## config.mk

```make
export PLATFORM = sky130hd
export DESIGN_NAME = mac_operand_feeder
export DESIGN_NICKNAME = d
export VERILOG_FILES = /design/src/rtl/mac_operand_feeder.sv
export SDC_FILE = /design/constraint.sdc
export NUM_CORES = 1
export LEC_CHECK = 0
export CAP_MARGIN = 20
export CORE_MARGIN = 1.5
export CORE_UTILIZATION = 44
export CTS_BUF_LIST = sky130_fd_sc_hd__clkbuf_4 sky130_fd_sc_hd__clkbuf_8 sky130_fd_sc_hd__clkbuf_16
export CTS_CLUSTER_SIZE = 14
export DETAILED_ROUTE_END_ITERATION = 10
export GPL_ROUTABILITY_DRIVEN = 0
export GPL_TIMING_DRIVEN = 0
export PLACE_DENSITY_LB_ADDON = 0.25
export SLEW_MARGIN = 20
export SYNTH_ARGS = -nofsm -noshare
export SYNTH_HDL_FRONTEND = slang
export SYNTH_SLANG_ARGS = --single-unit
```

## constraint.sdc

```tcl
create_clock -name clk -period 6.35 [get_ports clk]
set_input_delay 0.9525 -clock clk [delete_from_list [all_inputs] [get_ports clk]]
set_output_delay 0.9525 -clock clk [all_outputs]
set_load 0.01 [all_outputs]
```

## src/rtl/mac_operand_feeder.sv

```systemverilog
//------------------------------------------------------------------------------
// mac_operand_feeder
//
// Upstream stage of the 4-bit MAC core. Host operand pairs are buffered in a
// small FIFO. Whenever TERMS pairs are waiting, a run is launched: a one-cycle
// go pulse, then TERMS consecutive cycles streaming one pair per cycle on a/b.
// After that the block waits for the core's done. A watchdog gives up after
// TIMEOUT cycles and raises a sticky error flag.
//
// Parameters:
//   DEPTH   - FIFO depth in pairs (power of two, >= 2, >= TERMS)
//   TERMS   - pairs per MAC run (1..DEPTH)
//   TIMEOUT - cycles allowed in WAIT_DONE before giving up (>= 1)
//
// Ports:
//   clk          in   clock, all logic on the rising edge
//   rst          in   synchronous active-high reset
//   in_valid     in   host offers {in_a, in_b}
//   in_a, in_b   in   host operands (4 bits each)
//   in_ready     out  FIFO not full (decoded from fifo_count)
//   go           out  one-cycle run-start pulse
//   a, b         out  operands to the core (0 outside FEED)
//   feed_valid   out  a/b carry a live pair this cycle
//   done         in   run complete from the core (used only in WAIT_DONE)
//   busy         out  FSM is not IDLE
//   fifo_count   out  pairs currently buffered
//   run_count    out  completed runs, wraps 255 -> 0
//   timeout_err  out  sticky watchdog flag, cleared only by rst
//------------------------------------------------------------------------------
module mac_operand_feeder #(
  parameter int DEPTH   = 16,
  parameter int TERMS   = 4,
  parameter int TIMEOUT = 64
) (
  input  logic                     clk,
  input  logic                     rst,
  input  logic                     in_valid,
  input  logic [3:0]               in_a,
  input  logic [3:0]               in_b,
  output logic                     in_ready,
  output logic                     go,
  output logic [3:0]               a,
  output logic [3:0]               b,
  output logic                     feed_valid,
  input  logic                     done,
  output logic                     busy,
  output logic [$clog2(DEPTH):0]   fifo_count,
  output logic [7:0]               run_count,
  output logic                     timeout_err
);

  localparam int AW = $clog2(DEPTH);
  localparam int CW = AW + 1;
  localparam int BW = $clog2(TERMS + 1);
  localparam int WW = $clog2(TIMEOUT + 1);

  localparam logic [CW-1:0] C_DEPTH     = CW'(DEPTH);
  localparam logic [CW-1:0] C_TERMS     = CW'(TERMS);
  localparam logic [BW-1:0] C_LAST_BEAT = BW'(TERMS - 1);
  localparam logic [WW-1:0] C_WD_LAST   = WW'(TIMEOUT - 1);

  typedef enum logic [1:0] {
    S_IDLE,
    S_START,
    S_FEED,
    S_WAIT_DONE
  } state_t;

  state_t          r_state;
  state_t          w_nextState;

  logic [7:0]      r_mem [DEPTH];
  logic [AW-1:0]   r_wrPtr;
  logic [AW-1:0]   r_rdPtr;
  logic [CW-1:0]   r_count;
  logic [BW-1:0]   r_beat;
  logic [WW-1:0]   r_wdog;

  logic            w_push;
  logic            w_pop;
  logic [AW-1:0]   w_rdNext;
  logic [7:0]      w_headPair;
  logic            w_runDone;
  logic            w_runTimeout;

  // in_ready looks only at the current count, so a pop in the same cycle as
  // a full FIFO does not open the door for a push.
  assign in_ready   = (r_count != C_DEPTH);
  assign w_push     = in_valid && in_ready;
  assign w_pop      = (r_state == S_FEED);
  assign fifo_count = r_count;

  // a/b are registered, so the pair loaded at an edge must be the head as it
  // will be after that edge's pop: one slot further on while still feeding.
  assign w_rdNext   = w_pop ? (r_rdPtr + AW'(1)) : r_rdPtr;
  assign w_headPair = r_mem[w_rdNext];

  // Next-state decode for the run sequencer; done only matters while waiting,
  // and a done in the final watchdog cycle still counts as a completed run.
  always_comb begin
    w_nextState  = r_state;
    w_runDone    = 1'b0;
    w_runTimeout = 1'b0;
    case (r_state)
      S_IDLE: begin
        if (r_count >= C_TERMS) begin
          w_nextState = S_START;
        end
      end
      S_START: begin
        w_nextState = S_FEED;
      end
      S_FEED: begin
        if (r_beat == C_LAST_BEAT) begin
          w_nextState = S_WAIT_DONE;
        end
      end
      S_WAIT_DONE: begin
        if (done) begin
          w_runDone   = 1'b1;
          w_nextState = S_IDLE;
        end else if (r_wdog == C_WD_LAST) begin
          w_runTimeout = 1'b1;
          w_nextState  = S_IDLE;
        end
      end
      default: begin
        w_nextState = S_IDLE;
      end
    endcase
  end

  // FIFO storage needs no reset: flushing is done by clearing the pointers
  // and the count.
  always_ff @(posedge clk) begin
    if (w_push) begin
      r_mem[r_wrPtr] <= {in_a, in_b};
    end
  end

  // State, FIFO bookkeeping, beat/watchdog counters and all registered
  // outputs. Outputs are computed from the next state so they line up with
  // the state they describe.
  always_ff @(posedge clk) begin
    if (rst) begin
      r_state     <= S_IDLE;
      r_wrPtr     <= '0;
      r_rdPtr     <= '0;
      r_count     <= '0;
      r_beat      <= '0;
      r_wdog      <= '0;
      go          <= 1'b0;
      a           <= '0;
      b           <= '0;
      feed_valid  <= 1'b0;
      busy        <= 1'b0;
      run_count   <= '0;
      timeout_err <= 1'b0;
    end else begin
      r_state <= w_nextState;

      if (w_push) begin
        r_wrPtr <= r_wrPtr + AW'(1);
      end
      r_rdPtr <= w_rdNext;

      case ({w_push, w_pop})
        2'b10:   r_count <= r_count + CW'(1);
        2'b01:   r_count <= r_count - CW'(1);
        default: r_count <= r_count;
      endcase

      r_beat <= (r_state == S_FEED)      ? (r_beat + BW'(1)) : '0;
      r_wdog <= (r_state == S_WAIT_DONE) ? (r_wdog + WW'(1)) : '0;

      go         <= (w_nextState == S_START);
      feed_valid <= (w_nextState == S_FEED);
      a          <= (w_nextState == S_FEED) ? w_headPair[7:4] : 4'd0;
      b          <= (w_nextState == S_FEED) ? w_headPair[3:0] : 4'd0;
      busy       <= (w_nextState != S_IDLE);

      if (w_runDone) begin
        run_count <= run_count + 8'd1;
      end
      if (w_runTimeout) begin
        timeout_err <= 1'b1;
      end
    end
  end

endmodule

```

; ---- Word-level counts from Yosys, hierarchy flattened
; Memories as Yosys holds them, arrays and structs flattened. A register that Yosys moved wholly into a read port is not among the register bits.
; Index checks and enable logic that the tools add are counted.
[totals]
regBits = 37
mem_bits_rw = 128
input_bits = 12
memories = 1
[memory_table]
columns = memory, depth, width, rd, rd_ports_with_merged_regs, write_ports, line
row1 = r_mem, 16, 8, 1, 1, 1, 72  ; logic [7:0] r_mem [DEPTH];
[classes]
n_addsub = 7
magnitude_cmp = 1
n_eq_ne = 10
n_mux = 14
bitwise_logic = 3
n_reduce_logical = 7
[ops]
columns = op, count
row1 = $pmux 5 s2, 1
row2 = $add 4x1->4 const B, 2
row3 = $add 8x1->8 const B, 1
row4 = $eq 2x2->1 const B, 4
row5 = $mux 2, 4
row6 = $pmux 2 s4, 1
row7 = $add 7x1->7 const B, 1
row8 = $eq 7x6->1 const B, 1
row9 = $mux 1, 7
row10 = $eq 2x1->1 const B, 3
row11 = $reduce_or 2->1, 3
row12 = $add 5x1->5 const B, 1
row13 = $ge 5x3->1 const B, 1
row14 = $ne 5x5->1 const B, 1
row15 = $sub 5x1->5 const B, 1
row16 = $mux 4, 1
row17 = $reduce_bool 2->1, 2
row18 = $add 3x1->3 const B, 1
row19 = $eq 3x2->1 const B, 1
row20 = $not 1->1, 3
row21 = $logic_not 2->1, 1
row22 = $logic_and 1x1->1, 1

; ---- Logic depth before layout (Yosys ltp)
; Gate-level depths: netlist (run 1).
[depth]
depth_word = 7
ltp_mapped = 15

; ---- Worst setup path before layout (run 1)
; No wires, ideal clock.
[synth_timing]
kind = input -> register
start = input in_valid
end = register r_count[4], in the netlist fifo_count[4]
arrival_time_ns = 3.158
slack_ns = 3.122
cell_stages = 12
path_buffers = 1
cell_sequence = inv_1 > a31oi_1 > inv_1 > ha_1 > clkbuf_1 > xor2_1 > ha_1 > a21o_1 > a22oi_1 > o221a_2 > or3_1 > a21oi_1
[synth_via]
elab_chain_len = 3
word_cells_on_any_way = 5
[synth_rtl]
columns = item, line
row1 = "start, declared", 37  ; input logic in_valid,
row2 = $logic_and 1x1->1 *, 89  ; assign w_push = in_valid && in_ready;
row3 = $eq 2x1->1 or $eq 2x2->1 (tied branches), 167  ; case ({w_push, w_pop})
row4 = $pmux 5 s2 or $reduce_bool 2->1 (tied branches), -
row5 = "end signal, assigned", 168  ; 2'b10: r_count <= r_count + CW'(1);
row6 = "end signal, assigned", 169  ; 2'b01: r_count <= r_count - CW'(1);
row7 = "end signal, assigned", 170  ; default: r_count <= r_count;
row8 = "end, declared", 75  ; logic [CW-1:0] r_count;
; Every way passes the cells marked *; elsewhere a longest branch is shown, timed or not.
; A chain may end at the register's enable or synchronous reset.

; ---- Worst setup path after layout (run 1)
; Ends and elaborated chain as after synthesis.

==> parameters.txt, run 1 <==
Parameter                              Value

CTS
  TritonCTS clock tree ... done
  Number of H-tree branching levels ... 4
  Buffers inserted during post-CTS setup optimization ... 0
  Worst-skew pair later-pin latency ... 0.44 ns
  CTS clk-pin slew, worst paths ... 0.07 ns
  Number of buffers created by CTS ... 17
  Largest buffer count on any clock path ... 2
  Number of clock sinks ... 173
  # hold bufs at CTS ... 0
  Buffer type at the clock tree root ... clkbuf_16
  Number of gates resized after cts ... 0

STA
  Number of failing hold endpoints at the final stage ... 0
  Max frequency ... 283.3 MHz
  Relative slew margins ... 35.22%
  Shortest clock period the worst path allows after layout ... 3.530 ns
  Summed negative setup slack over all endpoints ... 0 ns
  RSZ-0062 raised after global routing ... no
  Setup Viol. Count Final ... 0
  Transition time of the tightest slew-check pin ... 0.9643 ns
  Slew Viols, Final ... 0
  Final setup skew ... 0.006500 ns
  Portion of the clock cycle consumed by the worst path in the final layout ... 55.60%

Setup path
  Startpoint Class ... primary input
  Highest cell delay on the worst timing path ... 0.52 ns
  Arrival time at the worst endpoint ... 3.90 ns
  Library cell contributing the largest single delay on the critical path ... a31oi_1
  Worst setup path class ... primary input to flop
  Worst setup path startpoint ... in_valid
  Startpoint of the worst register-to-register path ... fifo_count[1]
  Data required, critical path ... 6.72 ns
  Total buffers and inverters traversed by the critical path ... 4
  Crit Path Max Fanout ... 9
  Critical path cell sequence ... clkdlybuf4s50_1 -> inv_1 -> a31oi_1 -> inv_1 -> ha_1 -> clkbuf_1 -> xor2_1 -> ha_1 -> a21o_1 -> a22oi_1 -> o221a_2 -> or3_1 -> a21oi_1
  Worst setup EP type ... flop
  Crit path max-delay family ... compound AO/OA/AOI/OAI gates

Die
  IO Count ... 38
  Row Count ... 50
  Overall die area ... 20060 um^2
  Starting utilization of the core area ... 45.06%
  Horizontal extent of the die ... 141.6 um
  CORE AREA ... 18770 um^2
  Die span in y ... 141.6 um

Detailed routing
  Total Wirelength ... 23.22 mm
  Drt drc ... 0
  Avg WL per Cell ... 20.82 um
  Average vias per placed instance ... 5.967
  DR pass1 iterations ... 8
  Via total after detailed routing ... 6653
  Post-DRT Antenna Nets ... 0
  Drt first-iter violations ... 901

Placed design
  Post-detailed-placement half-perimeter wirelength ... 15.63 mm
  Quantity of I/O buffers inserted on ports ... 37
  Area of placed instances ... 9130 um^2
  Cell total after placement ... 1083

Global routing
  Pin count of the biggest net entering global routing ... 17
  Antenna violations before repair ... 0
  Overflow after GRT ... 0
  Via count of the first global-routing pass ... 6025
  First-pass GRT wire length ... 35.29 mm
  All-layer global routing usage ... 23.78%

Yosys
  Total of flip-flops plus latches after synthesis ... 173
  Share of synthesized flip-flops with an asynchronous set or reset ... 0%
  Most common library cells after synthesis ... 128 x edfxtp_1, 82 x a21oi_1, 70 x nor2_1, 60 x o21ai_0, 49 x inv_1
  Fraction of synthesized cell area taken by the top area cell type ... 45.45%
  Combined area of all synthesized cells ... 8457 um^2
  Synthesized netlist net count ... 836
  Synth unique cells ... 52
  Top cell type by total area after synthesis ... edfxtp_1
  Sequential element share of the synthesized area ... 56.10%
  Post-Synthesis Cells ... 812
  Library cell with the highest instance count after synthesis ... edfxtp_1
  Yosys synthesis warning count ... 0
  Average footprint of a synthesized cell ... 10.41 um^2
  Primary FF master, synth ... edfxtp_1
  Count of flip-flops with a built-in enable after synthesis ... 128
  Cell types with the largest area share after synthesis ... edfxtp_1 45%, dfxtp_1 11%, a21oi_1 4.9%

Power and ir drop
  Largest vdd supply drop ... 0.2345 mV
  Areal power density over the cells ... 374.4 nW/um^2
  P_leak ... 3.288 nW

Finish
  Utilization after layout ... 51.98%
  Final cell count without fillers ... 1115
  Final instance area ... 9756 um^2
  Fill cell total of the finished layout ... 1676
  Layout Area Growth over Synthesis ... 15.36%
  Final-stage net count ... 892
  Share of post-route cells with drive strength above 1 ... 8.286%
  Diode insertion count for antenna repair ... 0

Run status
  Run status ... finished clean

Hold path
  Origin of the worst min-delay path ... r_beat[0]
  Path category of the worst min-delay check ... flop to flop

Run
  Maxcap violations ... 0
path summary, 6_finish.rpt:
path | endpoint | slack [ns] | depth (start not counted)
setup reg to reg | fifo_count[4] | 3.06 | 13
hold reg to reg | r_beat[0] | 0.43 | 1
setup / recovery | fifo_count[4] | 2.82 | 13
hold / removal | r_beat[0] | 0.43 | 1
area by class of cell:
type | instances | area (um^2) | area share, %
Sequential cell | 173 | 4745 | 48.63
Multi-Input combinational cell | 522 | 3226 | 33.06
Clock buffer | 24 | 519.2 | 5.323
Timing Repair Buffer | 37 | 370.4 | 3.796
Buffer | 67 | 311.5 | 3.194
Tap cell | 234 | 292.8 | 3.001
Inverter | 50 | 190.2 | 1.949
Clock inverter | 8 | 101.3 | 1.039
sequential cells by signal, summed over array words and instances, names as in the netlist:
name,cells
feed_valid,1
go,1
run_count,8
timeout_err,1
r_wrPtr,4
r_mem,128
r_beat,3
b,4
r_wdog,7
r_rdPtr,4
busy,1
fifo_count,5
r_state,2
a,4
cells by family (layout without fill, tap and decap cells):
kind of cell             after synthesis  count (layout)  synth area share (%)
AND/OR/NAND/NOR                      234             234                 13.35
AO/OA/AOI/OAI                        221             221                 16.29
flip-flops                           173             173                 56.10
buffers and inverters                117             186                 5.933
multiplexers                          34              34                 4.157
XOR/XNOR                              21              21                 2.397
adder cells (fa/ha/maj)               12              12                 1.775
layout by cell type, fill, tap and decap left out, drive strengths merged, types with 28 or more instances in the layout:
cell type | netlist | routed
edfxtp | 128 | 128
a21oi | 82 | 82
nor2 | 70 | 70
clkbuf | 39 | 63
o21ai | 60 | 60
inv | 50 | 53
dfxtp | 45 | 45
nand2 | 44 | 44
nor3 | 43 | 43
clkdlybuf4s50 | 0 | 37
a221oi | 30 | 30
buf | 28 | 28
routing by layer:
metal | share of wire [%] | track usage (%) | wire length, um
met5 | 0 | 0 | 0
met4 | 2.7 | 9.333 | 631
met3 | 7.8 | 4.084 | 1801
met2 | 45 | 35.92 | 10490
met1 | 44 | 34.16 | 10290
where the power goes:
| part | switching (mW) | internal [mW] |
|---|---|---|
| Combinational | 0.799 | 0.456 |
| Sequential | 0.0389 | 1.27 |
| Clock | 0.438 | 0.655 |
per-stage QoR:
stage | setup slack (ns) | power (mW) | hold WS, ns
after floorplan | 3.122 | 2.171 | 0.4084
after global placement | 2.407 | 2.538 | 0.4234
after detailed placement | 2.398 | 2.549 | 0.4247
after CTS | 2.846 | 3.635 | 0.4340
after global routing | 2.404 | 3.815 | 0.4496
final | 2.820 | 3.653 | 0.4348
Note: power is estimated with default switching activity, not from simulation.
==> run 2: changes to the inputs <==
==> constraint.sdc (replaced) <==
create_clock -name clk -period 3.6 [get_ports clk]
set_input_delay 0.54 -clock clk [delete_from_list [all_inputs] [get_ports clk]]
set_output_delay 0.54 -clock clk [all_outputs]
set_load 0.01 [all_outputs]
==> parameters.txt, run 2 (synthesized netlist as in run 1, its figures left out) <==
Parameter                              Value

Detailed routing
  Avg WL per Cell ... 20.61 um (was 20.82 um)
  Total Wirelength ... 22.98 mm (was 23.22 mm)
  Drt first-iter violations ... 898 (was 901)
  Via total after detailed routing ... 6587 (was 6653)
  Average vias per placed instance ... 5.908 (was 5.967)
  Post-DRT Antenna Nets ... 0 (unchanged)
  DR pass1 iterations ... 5 (was 8)
  Drt drc ... 0 (unchanged)

Global routing
  Via count of the first global-routing pass ... 6025 (unchanged)
  First-pass GRT wire length ... 35.29 mm (unchanged)
  All-layer global routing usage ... 23.78% (unchanged)
  Overflow after GRT ... 0 (unchanged)
  Pin count of the biggest net entering global routing ... 17 (unchanged)
  Antenna violations before repair ... 0 (unchanged)

Hold path
  Worst hold path cell count ... 1 (unchanged)
  Path category of the worst min-delay check ... flop to flop (unchanged)
  End point of the most critical hold path ... r_beat[0] (unchanged)
  Origin of the worst min-delay path ... r_beat[0] (unchanged)

Finish
  Fill cell total of the finished layout ... 1674 (was 1676)
  Most common library cell in the layout ignoring fill and taps ... edfxtp_1 (unchanged)
  Most frequent cells in the layout ... 128 x edfxtp_1, 82 x a21oi_1, 70 x nor2_1, 60 x o21ai_0, 49 x inv_1 (unchanged)
  Register containing the most flip-flops in the final layout ... r_mem (unchanged)
  Final cell count without fillers ... 1115 (unchanged)
  Area occupied by registers ... 4745 um^2 (unchanged)
  Final-stage net count ... 892 (unchanged)
  Diode insertion count for antenna repair ... 0 (unchanged)
  Largest registers ... r_mem (128), run_count (8), r_wdog (7) (unchanged)
  Number of flip-flops under the largest register name ... 128 (unchanged)
  Share of post-route cells with drive strength above 1 ... 8.400% (was 8.286%)
  Utilization after layout ... 52.01% (was 51.98%)
  Area used by multi-input combinational logic ... 3232 um^2 (was 3226 um^2)
  Layout Area Growth over Synthesis ... 15.43% (was 15.36%)

STA
  Max frequency ... 304.3 MHz
  Number of failing hold endpoints at the final stage ... 0 (unchanged)
  Shortest clock period the worst path allows after layout ... 3.287 ns
  Setup Viol. Count Final ... 0 (unchanged)
  Final setup skew ... 0.007351 ns (was 0.006500 ns)
  Summed negative setup slack over all endpoints ... 0 ns (unchanged)
  Slew Viols, Final ... 0 (unchanged)
  Transition time of the tightest slew-check pin ... 1.003 ns (was 0.9643 ns)
  RSZ-0062 raised after global routing ... no (unchanged)
  Relative slew margins ... 32.59% (was 35.22%)
  Hold WS ... 0.4358 ns (was 0.4348 ns)
  Portion of the clock cycle consumed by the worst path in the final layout ... 91.29%

Setup path
  Slack of the worst reg-to-reg path ... 0.31 ns (was 3.06 ns)
  Capture point of the worst reg-to-reg path ... fifo_count[4] (unchanged)
  Arrival time at the worst endpoint ... 3.65 ns (was 3.90 ns)
  Crit Path Max Fanout ... 11 (was 9)
  Worst setup EP type ... flop (unchanged)
  Data required, critical path ... 3.96 ns (was 6.72 ns)
  Startpoint Class ... flop (was primary input)
  Worst setup path class ... flop to flop (was primary input to flop)
  Startpoint of the worst register-to-register path ... r_state[0] (was fifo_count[1])
  Number of cells traversed by the worst register-to-register path ... 14 (was 13)

Run
  Maxcap violations ... 0 (unchanged)

CTS
  Buffers inserted during post-CTS setup optimization ... 0 (unchanged)
  TritonCTS clock tree ... done (unchanged)
  Worst-skew pair later-pin latency ... 0.44 ns (about the same)
  Number of buffers created by CTS ... 17 (unchanged)
  Largest buffer count on any clock path ... 2 (unchanged)
  Buffer type at the clock tree root ... clkbuf_16 (unchanged)
  Number of clock sinks ... 173 (unchanged)
  Number of H-tree branching levels ... 4 (unchanged)
  CTS clk-pin slew, worst paths ... 0.07 ns (about the same)

Die
  Overall die area ... 20060 um^2 (unchanged)
  IO Count ... 38 (unchanged)
  Horizontal extent of the die ... 141.6 um (unchanged)
  Row Count ... 50 (unchanged)
  Die span in y ... 141.6 um (unchanged)
  CORE AREA ... 18770 um^2 (unchanged)
  Starting utilization of the core area ... 45.06% (unchanged)

Placed design
  Quantity of I/O buffers inserted on ports ... 37 (unchanged)
  Post-detailed-placement half-perimeter wirelength ... 15.63 mm (unchanged)
  Cell total after placement ... 1083 (unchanged)

Power and ir drop
  Cell-internal power ... 4.193 mW (was 2.377 mW)
  Switching share of power ... 34.80% (was 34.93%)
  Largest vdd supply drop ... 0.4104 mV (was 0.2345 mV)
  P_leak ... 3.288 nW (about the same)
  Clock power share ... 29.9% (about the same)
  Areal power density over the cells ... 658.8 nW/um^2 (was 374.4 nW/um^2)
  Sequential share of power ... 35.8% (was 35.7%)
  Combinational cell fraction of total power ... 34.3% (about the same)
  Power spent charging and discharging nets ... 2.238 mW (was 1.276 mW)

Run status
  Run status ... finished clean (unchanged)
## run 2: routing by layer
layer | vias up | global-route usage (%) | part of all wire, %
li1 | 3088 | - | -
met1 | 3162 | 34.16 | 43
met2 | 302 | 35.92 | 45
met3 | 35 | 4.084 | 8.5
met4 | 0 | 9.333 | 2.8
met5 | - | 0 | 0
## run 2: worst max path at each step
stage | from | to
floorplan | fifo_count[1] | fifo_count[4]
finish | r_state[0] | fifo_count[4]
CTS | fifo_count[1] | fifo_count[4]
global placement | in_valid | fifo_count[4]
detailed placement | in_valid | fifo_count[4]
global route | fifo_count[1] | fifo_count[4]
## run 2: repair_timing
action / CTS / global route
endpoints found under the setup margin: 0 / 1
resized for setup: 0 / 1
hold buffers: 0 / 0
## run 2: final cells by class
cell class              count  area share, %
plain buffers              67          3.191
clock inverters             8          1.038
multi-input cells         522          33.11
clock buffers              24          5.319
inverters                  50          1.948
repair buffers             37          3.794
well taps                 234          2.999
flip-flops and latches    173          48.60
## run 2: through the flow
stage	area (um^2)	setup WS, ns	total power, mW
2_1_floorplan	8457	0.6093	3.829
3_3_place_gp	9120	0.06928	4.477
3_5_place_dp	9130	0.06083	4.496
4_1_cts	9751	0.3161	6.412
5_1_grt	9762	0.01308	6.733
6_report	9762	0.3134	6.431
## run 2: worst max-delay path, stage by stage, from the launching register on
cell and delay, ns:
dfxtp_1 0.39, nand2b_2 0.22, buf_6 0.16, inv_4 0.11, buf_6 0.15, buf_2 0.30
ha_1 0.21, clkbuf_1 0.32, xor2_1 0.19, ha_1 0.22, a21o_1 0.13, a22oi_1 0.08
o221a_2 0.28, or3_1 0.30, a21oi_1 0.14
## run 2: power groups by stage
stage / clock network (mW) / registers [mW] / logic [mW]
final: 1.92 / 2.30 / 2.21
after global routing: 2.03 / 2.31 / 2.39
after CTS: 1.95 / 2.30 / 2.16
after detailed placement: 0 / 2.34 / 2.15
after global placement: 0 / 2.34 / 2.14
after floorplan: 0 / 2.35 / 1.48
